==> config.mk <==
export PLATFORM = sky130hd
export DESIGN_NAME = uart_transmitter
export DESIGN_NICKNAME = d
export VERILOG_FILES = /design/src/rtl/uart_transmitter.sv
export SDC_FILE = /design/constraint.sdc
export NUM_CORES = 1
export LEC_CHECK = 0
export CORE_UTILIZATION = 35
export DETAILED_ROUTE_END_ITERATION = 16
export HOLD_SLACK_MARGIN = 0.12
export PLACE_DENSITY = 0.52
export SETUP_SLACK_MARGIN = 0.4
export SLEW_MARGIN = 15
export SYNTH_ARGS = -nofsm -noshare
export SYNTH_HDL_FRONTEND = slang
export SYNTH_SLANG_ARGS = --single-unit
==> constraint.sdc <==
create_clock -name CLK -period 6 [get_ports CLK]
set_input_delay 0.6 -clock CLK [delete_from_list [all_inputs] [get_ports CLK]]
set_output_delay 0.6 -clock CLK [all_outputs]
set_load 0.01 [all_outputs]
==> src/rtl/uart_transmitter.sv <==
// uart_transmitter: 8N1 serial transmitter with a byte FIFO in front of the
// shifter. The core writes bytes into the FIFO. The shifter drains it one frame
// at a time (start bit, 8 data bits LSB first, stop bit). Each bit lasts
// COUNT_MAX+1 clocks. Frames run back to back while the FIFO has data.
//
// Ports:
//   CLK    system clock, all logic on posedge
//   RST    synchronous active-high reset
//   in     byte to send
//   valid  write strobe, byte taken on a posedge with valid && ready
//   ready  FIFO not full
//   out    serial TX line, idle high, registered
//   busy   FIFO non-empty or a frame in progress
module uart_transmitter #(
    parameter int                     COUNT_WIDTH = 12,
    parameter logic [COUNT_WIDTH-1:0] COUNT_MAX   = 12'd2603,
    parameter int                     FIFO_LOG2   = 4
) (
    input  logic       CLK,
    input  logic       RST,
    input  logic [7:0] in,
    input  logic       valid,
    output logic       ready,
    output logic       out,
    output logic       busy
);

    localparam int                 DEPTH   = 1 << FIFO_LOG2;
    localparam logic [FIFO_LOG2:0] DEPTH_C = (FIFO_LOG2 + 1)'(DEPTH);

    typedef enum logic [1:0] {IDLE, START, DATA, STOP} state_t;

    // FIFO storage and bookkeeping
    logic [7:0]           r_mem [DEPTH];
    logic [FIFO_LOG2-1:0] r_wptr;
    logic [FIFO_LOG2-1:0] r_rptr;
    logic [FIFO_LOG2:0]   r_count;

    // Shifter
    state_t               r_state;
    logic [7:0]           r_shift;
    logic [2:0]           r_idx;
    logic [COUNT_WIDTH-1:0] r_cnt;
    logic                 r_out;

    logic w_nonempty;
    logic w_push;
    logic w_pop;
    logic w_bit_end;

    assign w_nonempty = (r_count != '0);
    assign ready      = (r_count != DEPTH_C);
    assign w_push     = valid && ready;
    assign w_bit_end  = (r_cnt == COUNT_MAX);
    // The shifter takes a byte either from idle or at the end of a stop bit.
    // Popping at the end of the stop bit keeps consecutive frames gap-free.
    assign w_pop      = w_nonempty &&
                        ((r_state == IDLE) || ((r_state == STOP) && w_bit_end));

    assign out  = r_out;
    assign busy = (r_state != IDLE) || w_nonempty;

    // FIFO storage. No reset is needed because the pointers define validity.
    always_ff @(posedge CLK) begin
        if (!RST && w_push)
            r_mem[r_wptr] <= in;
    end

    always_ff @(posedge CLK) begin
        if (RST) begin
            r_wptr  <= '0;
            r_rptr  <= '0;
            r_count <= '0;
        end else begin
            if (w_push)
                r_wptr <= r_wptr + 1'b1;
            if (w_pop)
                r_rptr <= r_rptr + 1'b1;
            case ({w_push, w_pop})
                2'b10:   r_count <= r_count + 1'b1;
                2'b01:   r_count <= r_count - 1'b1;
                default: r_count <= r_count;
            endcase
        end
    end

    // Frame FSM. The line level is registered from the current state, so out
    // trails the state by one clock. Every bit still lasts COUNT_MAX+1 clocks.
    always_ff @(posedge CLK) begin
        if (RST) begin
            r_state <= IDLE;
            r_shift <= '0;
            r_idx   <= '0;
            r_cnt   <= '0;
            r_out   <= 1'b1;
        end else begin
            case (r_state)
                IDLE:  r_out <= 1'b1;
                START: r_out <= 1'b0;
                DATA:  r_out <= r_shift[0];
                STOP:  r_out <= 1'b1;
                default: r_out <= 1'b1;
            endcase

            case (r_state)
                IDLE: begin
                    r_cnt <= '0;
                    if (w_pop) begin
                        r_shift <= r_mem[r_rptr];
                        r_state <= START;
                    end
                end
                START: begin
                    if (w_bit_end) begin
                        r_cnt   <= '0;
                        r_idx   <= '0;
                        r_state <= DATA;
                    end else begin
                        r_cnt <= r_cnt + 1'b1;
                    end
                end
                DATA: begin
                    if (w_bit_end) begin
                        r_cnt   <= '0;
                        r_shift <= r_shift >> 1;
                        if (r_idx == 3'd7)
                            r_state <= STOP;
                        else
                            r_idx <= r_idx + 3'd1;
                    end else begin
                        r_cnt <= r_cnt + 1'b1;
                    end
                end
                STOP: begin
                    if (w_bit_end) begin
                        r_cnt <= '0;
                        if (w_pop) begin
                            r_shift <= r_mem[r_rptr];
                            r_state <= START;
                        end else begin
                            r_state <= IDLE;
                        end
                    end else begin
                        r_cnt <= r_cnt + 1'b1;
                    end
                end
                default: r_state <= IDLE;
            endcase
        end
    end

endmodule

Word level (Yosys, flattened, before mapping):

Memories as Yosys holds them, arrays and structs flattened. A register that Yosys moved wholly into a read port is not among the register bits.
Cells that the tools add are included.
Widths: inputs -> output; s select.

* reduce and logical (&&, ||, !) cells: 18
* mux-type cells: 23
* add/subtract/negate cells: 6
* eq/ne operators: 14
* $mul: 0
* shift-type cells: 0
* div/mod/pow operators: 0
* bitwise operators: 0
* $lt $le $gt $ge: 0

Operators with widths (count)
* $mux 8: 3
* $pmux 12 s2: 1
* $pmux 8 s3: 1
* $add 12x1->12 const B: 1
* $eq 12x12->1 const B: 1
* $mux 12: 1
* $ne 2x2->1 const B: 6
* $mux 2: 5
* $pmux 5 s2: 1
* $mux 3: 3
* $add 4x1->4 const B: 2
* $mux 4: 2
* $pmux 2 s4: 1
* $eq 2x2->1 const B: 3
* $pmux 3 s2: 1
* $reduce_bool 2->1: 3
* $add 5x1->5 const B: 1
* $ne 5x5->1 const B: 1
* $reduce_and 5->1: 1
* $reduce_bool 5->1: 1
* $sub 5x1->5 const B: 1
* $eq 2x1->1 const B: 2
* $logic_and 1x1->1: 4
* $reduce_and 4->1: 1
* 11 further kinds: 14

* bits in writable memories: 128
* bits in latches: 0
* logic and storage cells: 70
* output and inout bits: 3
* ROM bits: 0
* memories kept: 1
* register bits after elaboration: 39
* bits of input ports: 11

Memory list
* r_mem: words 16, width 8, rd ports 1, clocked after memory_dff 1, write ports 1, line 34 `logic [7:0] r_mem [DEPTH];`

Logic depth before layout (Yosys ltp):

* word-level depth: 7
* mapped depth: 12
* gate-level depth less buffers: 12

Worst setup path after synthesis:

No wires, ideal clock.

* path type: flip-flop to flip-flop
* start: register r_cnt[0]
* end: register r_count[4]
* arrival: 2711 ps
* setup slack: 3219 ps
* stages on the path, launching flop included: 13
* cell sequence: dfxtp_1 > ha_1 > nor3b_2 > a41oi_1 > nor2_1 > ha_1 > inv_1 > fa_1 > nor2b_1 > o21ai_1 > and3_1 > or4_1 > a21oi_1

* cells in the longest elaborated chain, start to end: 6
* elaborated cells on any way between the ends: 8
* classes of those cells: eq/ne (3); mux (1); reduce/logical (4)

RTL lines
* start, declared: line 43 `logic [COUNT_WIDTH-1:0] r_cnt;`
* start signal, assigned: line 119 `r_cnt <= r_cnt + 1'b1;`
* start signal, assigned: line 131 `r_cnt <= r_cnt + 1'b1;`
* start signal, assigned: line 144 `r_cnt <= r_cnt + 1'b1;`
* $eq 12x12->1 (*): line 54 `assign w_bit_end = (r_cnt == COUNT_MAX);`
* $logic_and 1x1->1 (*): line 58 `((r_state == IDLE) || ((r_state == STOP) && w_bit_end));`
* $logic_or 1x1->1 (*): line 58
* $logic_and 1x1->1 (*): line 57 `assign w_pop = w_nonempty &&`
* $eq 2x1->1 or $eq 2x2->1 (tied branches): line 79 `case ({w_push, w_pop})`
* $pmux 5 s2 or $reduce_bool 2->1 (tied branches)
* end signal, assigned: line 80 `2'b10: r_count <= r_count + 1'b1;`
* end signal, assigned: line 81 `2'b01: r_count <= r_count - 1'b1;`
* end signal, assigned: line 82 `default: r_count <= r_count;`
* end, declared: line 37 `logic [FIFO_LOG2:0] r_count;`

Every way passes the cells marked *; elsewhere a longest branch is shown, timed or not.
A chain may end at the register's enable or synchronous reset.

Worst setup path after layout:

Ends and elaborated chain as after synthesis.

==> flow_summary.json <==
{
  "fin_worst_skew_ns": 0.0127,
  "ant_nets": 0,
  "final_cell_mix": "edfxtp_1, nor2_1, dfxtp_1, mux2_2",
  "syn_nets": 522,
  "cts_sinks": 171,
  "dpl_cell_area_sq_mm": 0.00750,
  "grt_pass1_wl_um": 22800,
  "vias": 3901,
  "synth.area.mux_share": 0.100,
  "drt_pass1_iterations": 4,
  "die_area_sq_mm": 0.0210,
  "cp-start-kind": "flop",
  "synthXorXnorAreaFrac": 0.0221,
  "post_synth_fa_ha_maj_area_fraction": 0.0326,
  "instances_no_fill": 783,
  "r2r_end": "r_count[4]",
  "first_global_vias": 4060,
  "p_leak_uw": 0.00260,
  "synthDistinctLibCells": 52,
  "place_inst": 752,
  "start_util": 0.362,
  "synth_area_leaders": "edfxtp_1, dfxtp_1, mux4_2",
  "clk_latency_ns": 0.43,
  "arrival_ns": 3.59,
  "antenna_found_initial": 0,
  "cts_max_level": 4,
  "cp-end-kind": "flop",
  "wirelength_um": 14600,
  "core_area_sq_mm": 0.0197,
  "hold_path_depth": 1,
  "finalCriticalPeriod_ns": 3.24,
  "cp_max_fo": 4,
  "drc_errors": 0,
  "post_cts_resized": 0,
  "reg2reg_from": "r_cnt[0]",
  "synth_compound_area_frac": 0.0665,
  "via_per_inst": 4.98,
  "total_power_uw": 3150,
  "reg2reg_setup_slack_ns": 2.76,
  "grt_max_degree": 58,
  "clockRootBuffer": "clkbuf_16",
  "hold_viol": 0,
  "synth_edf_count": 128,
  "setup_viol": 0,
  "drt-initial-drc-count": 206,
  "synth_top_family_by_area": "multiplexers",
  "min_to": "r_cnt[0]",
  "numCtsBuffers": 17,
  "cp.required_ns": 6.35,
  "fin_crit_sh": 0.540,
  "reg2regPathDepth": 12,
  "ioPinCount": 14,
  "status": "completed",
  "die_height_um": 145,
  "fin_nets": 535,
  "rows": 51,
  "post-cts-setup-buffers": 0,
  "drv_slew": 0,
  "synth_ff_type": "edfxtp_1",
  "synth_area_leader_cell": "edfxtp_1",
  "tritoncts": "done",
  "crit_type": "reg -> reg",
  "gp_congestion": 0.821,
  "hold_path_class": "reg -> reg",
  "synth_top_cell_area_share": 0.539,
  "fmax_mhz": 309,
  "yosysSeqAreaShare": 0.660,
  "tightestPinTransition_ns": 1.04,
  "drv_cap": 0,
  "path_clk_slew_ns": 0.06,
  "cts_max_path_buffers": 2,
  "syn-cell-area_sq_mm": 0.00713,
  "ir_worst_vdd_mv": 0.168,
  "antenna_cells": 0,
  "syn_to_final_growth_pct": 12.7,
  "globalRouteTotalUtil": 0.153,
  "overflow": 0,
  "power.density_mw_per_mm2": 391,
  "synthSimpleGateAreaFrac": 0.0912,
  "final_common_cell": "edfxtp_1",
  "drive_above_1_share": 0.158,
  "relSlewSlack": 0.303,
  "rsz0062_at_grt": "no",
  "tns_ns": 0,
  "min_from": "r_cnt[0]",
  "synth_warnings": 0,
  "portBuffers": 13,
  "hold_buffers": 0,
  "whs_ns": 0.441,
  "wl_per_cell_um": 18.7,
  "final_design_area_no_fill_sq_mm": 0.00804,
  "hpwl_um": 9510,
  "synthCells": 493,
  "die-width_um": 145,
  "synth-seq-cells": 171,
  "async_flop_share": 0,
  "synth_area_per_cell_sq_um": 14.5
}
==> worst max-delay path: stages (launching register included) <==
cell	delay, ns
dfxtp_1	0.34
ha_1	0.22
nor3b_2	0.25
a41oi_1	0.27
nor2_1	0.30
ha_1	0.29
inv_1	0.10
fa_1	0.39
nor2b_1	0.17
o21ai_1	0.10
and3_1	0.19
or4_1	0.39
a21oi_1	0.15
==> registers in the layout, indices dropped and copies added, names as in the netlist, named ones only <==
| name | count |
|---|---|
| r_state | 2 |
| r_cnt | 12 |
| r_wptr | 4 |
| r_rptr | 4 |
| r_count | 5 |
| r_mem | 128 |
| r_shift | 8 |
| out | 1 |
| r_idx | 3 |
==> where the power goes <==
part           switching (uW)  internal [uW]  total [uW]  leakage, uW
clock                     453            531         985     0.000249
combinational             451            339         791     0.000849
sequential               37.5           1330        1370      0.00150
total                     942           2200        3150      0.00260
==> cells by family after synthesis <==
family / after synthesis
fa+ha+maj: 18
buf+inv: 43
xor+xnor: 18
compound gates: 68
mux: 46
flops: 171
simple gates: 129
==> per-stage QoR <==
stage,util,setup WS [ns]
2_1_floorplan,-,3.22
5_1_grt,0.408,2.41
4_1_cts,0.407,2.77
3_5_place_dp,0.380,2.54
3_3_place_gp,0.380,2.66
6_report,0.408,2.76
==> how the worst max path moves through the flow <==
| stage | end | from | slack, ns |
|---|---|---|---|
| final | r_count[4] | r_cnt[0] | 2.76 |
| after global routing | r_count[4] | r_cnt[0] | 2.41 |
| after CTS | r_count[4] | r_cnt[0] | 2.77 |
| after detailed placement | r_count[4] | valid | 2.54 |
| after global placement | r_count[4] | valid | 2.66 |
| after floorplan | r_count[4] | r_cnt[0] | 3.22 |
==> final cells by class <==
class,instances,area (sq um)
Timing Repair Buffer,17,160
Tap cell,265,332
Clock inverter,12,95.1
Sequential cell,171,4710
Multi-Input combinational cell,279,2240
Inverter,20,75.1
Fill cell,1801,11700
Clock buffer,19,433
==> cell usage after synthesis (all sizes together) (5+ instances only) <==
master and number:
nor4 6, edfxtp 128, nor2b 15, dfxtp 43
xor2 10, xnor2 8, mux2i 5, nand2b 6
inv 20, mux2 23, a21oi 16, nor2 50
a211oi 10, mux4 18, nand2 20, o32ai 6
a2111oi 7, o21ai 5, nor3 6, and3 6
ha 17, o22ai 11, nand3 5, buf 13
clkbuf 10
==> metal layers <==
layer / vias up / global-route usage / part of all wire
met5: - / 0 / 0
met4: 0 / 0.0598 / 0.015
li1: 1884 / - / -
met3: 11 / 0.0306 / 0.035
met2: 61 / 0.253 / 0.49
met1: 1945 / 0.196 / 0.46
(Power assumes the default switching activity.)
